## src/rtl/input_capture_unit.sv

```systemverilog
// Operator-input front end: synchronises and debounces the button bank, captures
// switch values into signed operand registers, and issues gated start / mode events.
module input_capture_unit #(
  parameter int DATA_W            = 8,
  parameter int NUM_OPS           = 2,
  parameter int DEBOUNCE_CYCLES   = 4,
  parameter int NUM_MODES         = 2,
  parameter int REQUIRE_ALL_VALID = 1,
  parameter int MODE_W            = (NUM_MODES > 2) ? $clog2(NUM_MODES) : 1
) (
  input  logic                      clk,
  input  logic                      reset,
  input  logic [DATA_W-1:0]         switches,
  input  logic [NUM_OPS-1:0]        btn_load,
  input  logic                      btn_start,
  input  logic                      btn_mode,
  input  logic                      busy,
  output logic [NUM_OPS*DATA_W-1:0] operands,
  output logic [NUM_OPS-1:0]        operand_valid,
  output logic                      start,
  output logic                      start_rejected,
  output logic [MODE_W-1:0]         mode
);

  // Button bank ordering: loads in [NUM_OPS-1:0], then start, then mode.
  localparam int NB    = NUM_OPS + 2;
  localparam int CNT_W = (DEBOUNCE_CYCLES > 1) ? $clog2(DEBOUNCE_CYCLES + 1) : 1;

  logic [NB-1:0] raw;
  logic [NB-1:0] sync1_q, sync2_q;
  logic [NB-1:0] stable;
  logic [NB-1:0] prev_q;
  logic [NB-1:0] press, release_ev;

  assign raw = {btn_mode, btn_start, btn_load};

  // Stage 0: two-flop synchroniser and previous-stable-level tracker
  always_ff @(posedge clk) begin
    if (!reset) begin
      sync1_q <= '0;
      sync2_q <= '0;
      prev_q  <= '0;
    end else begin
      sync1_q <= raw;
      sync2_q <= sync1_q;
      prev_q  <= stable;
    end
  end

  // Stage 1: debounce; with no debounce the synchroniser output is the stable level
  generate
    if (DEBOUNCE_CYCLES == 0) begin : gen_bypass
      assign stable = sync2_q;
    end else begin : gen_debounce
      logic [NB-1:0]    stable_q;
      logic [CNT_W-1:0] cnt_q [NB];

      always_ff @(posedge clk) begin
        if (!reset) begin
          stable_q <= '0;
          for (int b = 0; b < NB; b++) cnt_q[b] <= '0;
        end else begin
          for (int b = 0; b < NB; b++) begin
            if (sync2_q[b] == stable_q[b]) begin
              cnt_q[b] <= '0;
            end else if (cnt_q[b] == CNT_W'(DEBOUNCE_CYCLES - 1)) begin
              stable_q[b] <= ~stable_q[b];
              cnt_q[b]    <= '0;
            end else begin
              cnt_q[b] <= cnt_q[b] + CNT_W'(1);
            end
          end
        end
      end

      assign stable = stable_q;
    end
  endgenerate

  assign press      = stable & ~prev_q;
  assign release_ev = ~stable & prev_q;

  logic signed [DATA_W-1:0] ops_q [NUM_OPS];
  logic [NUM_OPS-1:0]       valid_q, valid_d;
  logic [NUM_OPS-1:0]       load_mask;
  logic                     start_q, rej_q;
  logic [MODE_W-1:0]        mode_q, mode_d;
  logic                     start_ev, accept, mode_ev;

  assign load_mask = press[NUM_OPS-1:0] & {NUM_OPS{~busy}};
  assign start_ev  = press[NUM_OPS];
  assign mode_ev   = release_ev[NUM_OPS+1] & ~busy;
  // The all-valid test uses the pre-edge register, so a coinciding final load cannot enable it.
  assign accept    = start_ev & ~busy & ((REQUIRE_ALL_VALID == 0) || (&valid_q));

  always_comb begin
    valid_d = (accept ? '0 : valid_q) | load_mask;
    mode_d  = mode_q;
    if (mode_ev) begin
      mode_d = (mode_q == MODE_W'(NUM_MODES - 1)) ? '0 : mode_q + MODE_W'(1);
    end
  end

  // Stage 2: event consumption into operand, valid, pulse and mode registers
  always_ff @(posedge clk) begin
    if (!reset) begin
      for (int i = 0; i < NUM_OPS; i++) ops_q[i] <= '0;
      valid_q <= '0;
      start_q <= 1'b0;
      rej_q   <= 1'b0;
      mode_q  <= '0;
    end else begin
      for (int i = 0; i < NUM_OPS; i++) begin
        if (load_mask[i]) ops_q[i] <= $signed(switches);
      end
      valid_q <= valid_d;
      start_q <= accept;
      rej_q   <= start_ev & ~accept;
      mode_q  <= mode_d;
    end
  end

  generate
    for (genvar g = 0; g < NUM_OPS; g++) begin : gen_pack
      assign operands[g*DATA_W +: DATA_W] = ops_q[g];
    end
  endgenerate

  assign operand_valid  = valid_q;
  assign start          = start_q;
  assign start_rejected = rej_q;
  assign mode           = mode_q;

endmodule

```

## config.mk

```make
export PLATFORM = sky130hd
export DESIGN_NAME = input_capture_unit
export DESIGN_NICKNAME = d
export VERILOG_FILES = /design/src/rtl/input_capture_unit.sv
export SDC_FILE = /design/constraint.sdc
export NUM_CORES = 1
export LEC_CHECK = 0
export ABC_AREA = 0
export BUFFER_PORTS_ARGS = -buffer_cell sky130_fd_sc_hd__buf_2
export CAP_MARGIN = 20
export CORE_ASPECT_RATIO = 0.75
export CORE_MARGIN = 5
export CORE_UTILIZATION = 41
export CTS_CLUSTER_DIAMETER = 150
export DETAILED_ROUTE_END_ITERATION = 8
export PLACE_DENSITY = 0.65
export SKIP_CTS_REPAIR_TIMING = 1
export SYNTH_ARGS = -nofsm -noshare
export SYNTH_HDL_FRONTEND = slang
export SYNTH_SLANG_ARGS = --single-unit
export TNS_END_PERCENT = 1
```

## constraint.sdc

```tcl
create_clock -name clk -period 1.6 [get_ports clk]
set_input_delay 0.32 -clock clk [delete_from_list [all_inputs] [get_ports clk]]
set_output_delay 0.32 -clock clk [all_outputs]
set_load 0.01 [all_outputs]
```

==> run metrics <==
# IOs 36; number of global-route vias before repair 1183; die height around 70 microns; Placed Cells about 250; Syn Inst Count ~150; Clock Latency Late Sink slightly below 0.3 ns; number of synthesis warnings 0; core area approximately 4500 sq um; Layout Nets between 200 and 250; Clk pwr share 0.354; Ant. Diodes 0; initial antenna violation count 0; row count 21; first-pass GRT wire length 5350 microns; library cells used by synthesis 23; Max-Cap Viols 0; worst min path class in2reg; CTS buffer count 5; H-tree Lvls 2; Final Cycle Share 0.856; Placed Area 2260 sq um; Post-Route Skew 0.00531 ns; FF+latch count, synth 49; PwrDens ~1000 nW/um^2; unrepaired setup endpoints after global routing false; drt pass-1 iters 4; met2 WL approximately 1600 microns; Setup violations, final 0; Gate power share 0.057; Starting DRT DRC Count 33; headroom to the max-slew limit 0.664; WL/cell 12.6 microns; Critical Path RT about 1.7 ns; hpwl dp approximately 2400 microns; Int Pwr about 0.0019 W; Max rail drop VDD about 460 uV; register clock-pin slew on the reported worst setup and hold paths about 0.080 ns; Area Overhead vs Synth 20.1%; Post-Place Setup Slack 0.225 ns; M1 wire length roughly 1400 microns; routability congestion estimate from global placement 0.698; TritonCTS Sinks approximately 50; via count between 1000 and 1500; CTS tree yes; CP Capture Type register; pin count of the biggest net entering global routing 16; fillers 398; crit-path max FO 3; max frequency 730 MHz; Slew Viols, Final 0; die area about 6300 sq um; Hold Fails Final Rpt 0; nature of the critical path startpoint register; sw frac 0.197; Post-Layout Cell Count between 200 and 300; Highest Signal Layer met4; Vias/cell between 4 and 5; Arrival @ worst endpoint around 1.5 ns; Worst-Margin Slew just over 0.5 ns; remaining global-route overflow 0; Horiz. Die Dim 90.1 microns; Synth Cell Area between 1500 and 2000 sq um; NetSw around 0.00046 W; CTS root buf clkbuf_8; routed length on met3 between 100 and 150 microns; DRC 0; outcome complete, no violations; share of cells above drive strength 1 0.308; post-route ant nets 0; Tot GR Track Use 0.108; Routed WL between 3000 and 4000 microns; worst setup margin roughly 0.23 ns; Seq pwr share 0.589; sequential fraction of the synthesis area 0.640; leak pwr a little under 1 nW; mean post-synth cell area around 14 sq um; crit path kind reg2reg; clk buf depth 2; design area 2370 sq um; minimum clock period between 1 and 1.5 ns; starting density of the core 0.434; Port Buffers 35
==> power groups by stage <==
stage,clock [W],sequential [W],combinational (W)
after detailed placement,0,0.00141,0.000137
after CTS,0.000861,0.00138,0.000137
final,0.000829,0.00138,0.000135
after global placement,0,0.00141,0.000132
after floorplan,0,0.00142,0.0000749
after global routing,0.000915,0.00139,0.000154
==> synth_stat cells (all sizes together) <==
| cell | instances | area (sq um) |
|---|---|---|
| a311oi | 1 | 15.0 |
| inv | 15 | 56.3 |
| and4bb | 2 | 25.0 |
| and2 | 11 | 68.8 |
| mux2i | 5 | 50.1 |
| o21ai | 2 | 10.0 |
| ha | 8 | 100 |
| o32ai | 2 | 32.5 |
| xnor2 | 4 | 35.0 |
| nor3b | 5 | 37.5 |
| a211oi | 8 | 100 |
| nor3 | 8 | 40.0 |
| nand3 | 1 | 5.00 |
| nor4b | 1 | 15.0 |
| nand2b | 8 | 50.1 |
| conb | 1 | 3.75 |
| nand2 | 4 | 15.0 |
| edfxtp | 28 | 841 |
| buf | 6 | 36.3 |
| dfxtp | 21 | 420 |
| nor2 | 4 | 15.0 |
==> cell usage in the layout, fill, tap and decap left out, drive strengths merged <==
cell    count
nand2b      8
clkbuf      6
mux2i       5
xnor2       4
bufinv      1
edfxtp     28
o32ai       2
conb       12
buf        40
clkinv      1
inv        15
o21ai       2
a211oi      8
nor4b       1
nor2        4
and4bb      2
dfxtp      21
nor3        8
and2       11
nor3b       5
ha          8
nand3       1
nand2       4
a311oi      1
==> stage by stage <==
stage | util | setup TNS (ns) | hold WS, ns | power [W]
floorplan | - | -0.210 | 0.412 | 0.00149
global placement | 0.497 | 0 | 0.417 | 0.00154
detailed placement | 0.497 | 0 | 0.422 | 0.00155
CTS | 0.521 | 0 | 0.228 | 0.00238
global route | 0.521 | 0 | 0.239 | 0.00246
finish | 0.521 | 0 | 0.236 | 0.00235
==> logic make-up (layout without fill, tap and decap cells) <==
logic type	after synthesis	in the layout	share of synthesized area
flops	49	49	0.640
simple gates	44	44	0.138
buf+inv	21	63	0.0469
compound gates	13	13	0.0799
fa+ha+maj	8	8	0.0508
mux	5	5	0.0254
xor+xnor	4	4	0.0178
other cells	1	12	0.00190
==> state kept, by name, summed over array words and instances, names as in the netlist, 2 cells and up <==
register and flops:
gen_debounce.cnt_q 12, gen_debounce.stable_q 4, operand_valid 2, ops_q 16, prev_q 4, sync1_q 4
sync2_q 4
==> layout make-up <==
class	count	area, sq um	share of cell area
flip-flops and latches	49	1260	0.533
clock buffers	6	72.6	0.0307
inverters	15	56.3	0.0238
multi-input cells	86	659	0.279
clock inverters	2	33.8	0.0143
well taps	57	71.3	0.0301
repair buffers	40	213	0.0899
==> per-layer routing <==
metal	vias to the layer above	GRT usage
li1	596	-
met1	547	0.123
met2	18	0.182
met3	2	0.0504
met4	0	0.0298
met5	-	0
==> worst max-delay path, cell delays in order, from the launching register on <==
cell and delay (ns):
edfxtp_1 0.40, ha_1 0.22, ha_1 0.20, nand2b_1 0.19, nor3b_1 0.20
==> path summary, 6_finish.rpt <==
| kind | slack (ns) | cells after the start | endpoint | from |
|---|---|---|---|---|
| worst max register to register | 0.23 | 4 | gen_debounce.cnt_q[1][1]$_SDFFCE_PN0P_ | gen_debounce.cnt_q[1][0]$_SDFFCE_PN0P_ |
| worst max-delay path | 0.23 | 4 | gen_debounce.cnt_q[1][1]$_SDFFCE_PN0P_ | gen_debounce.cnt_q[1][0]$_SDFFCE_PN0P_ |
| worst min register to register | 0.44 | 1 | sync2_q[2]$_SDFF_PN0_ | sync1_q[2]$_SDFF_PN0_ |
| worst min-delay path | 0.24 | 2 | sync1_q[3]$_SDFF_PN0_ | btn_mode |
(Power assumes the default switching activity.)
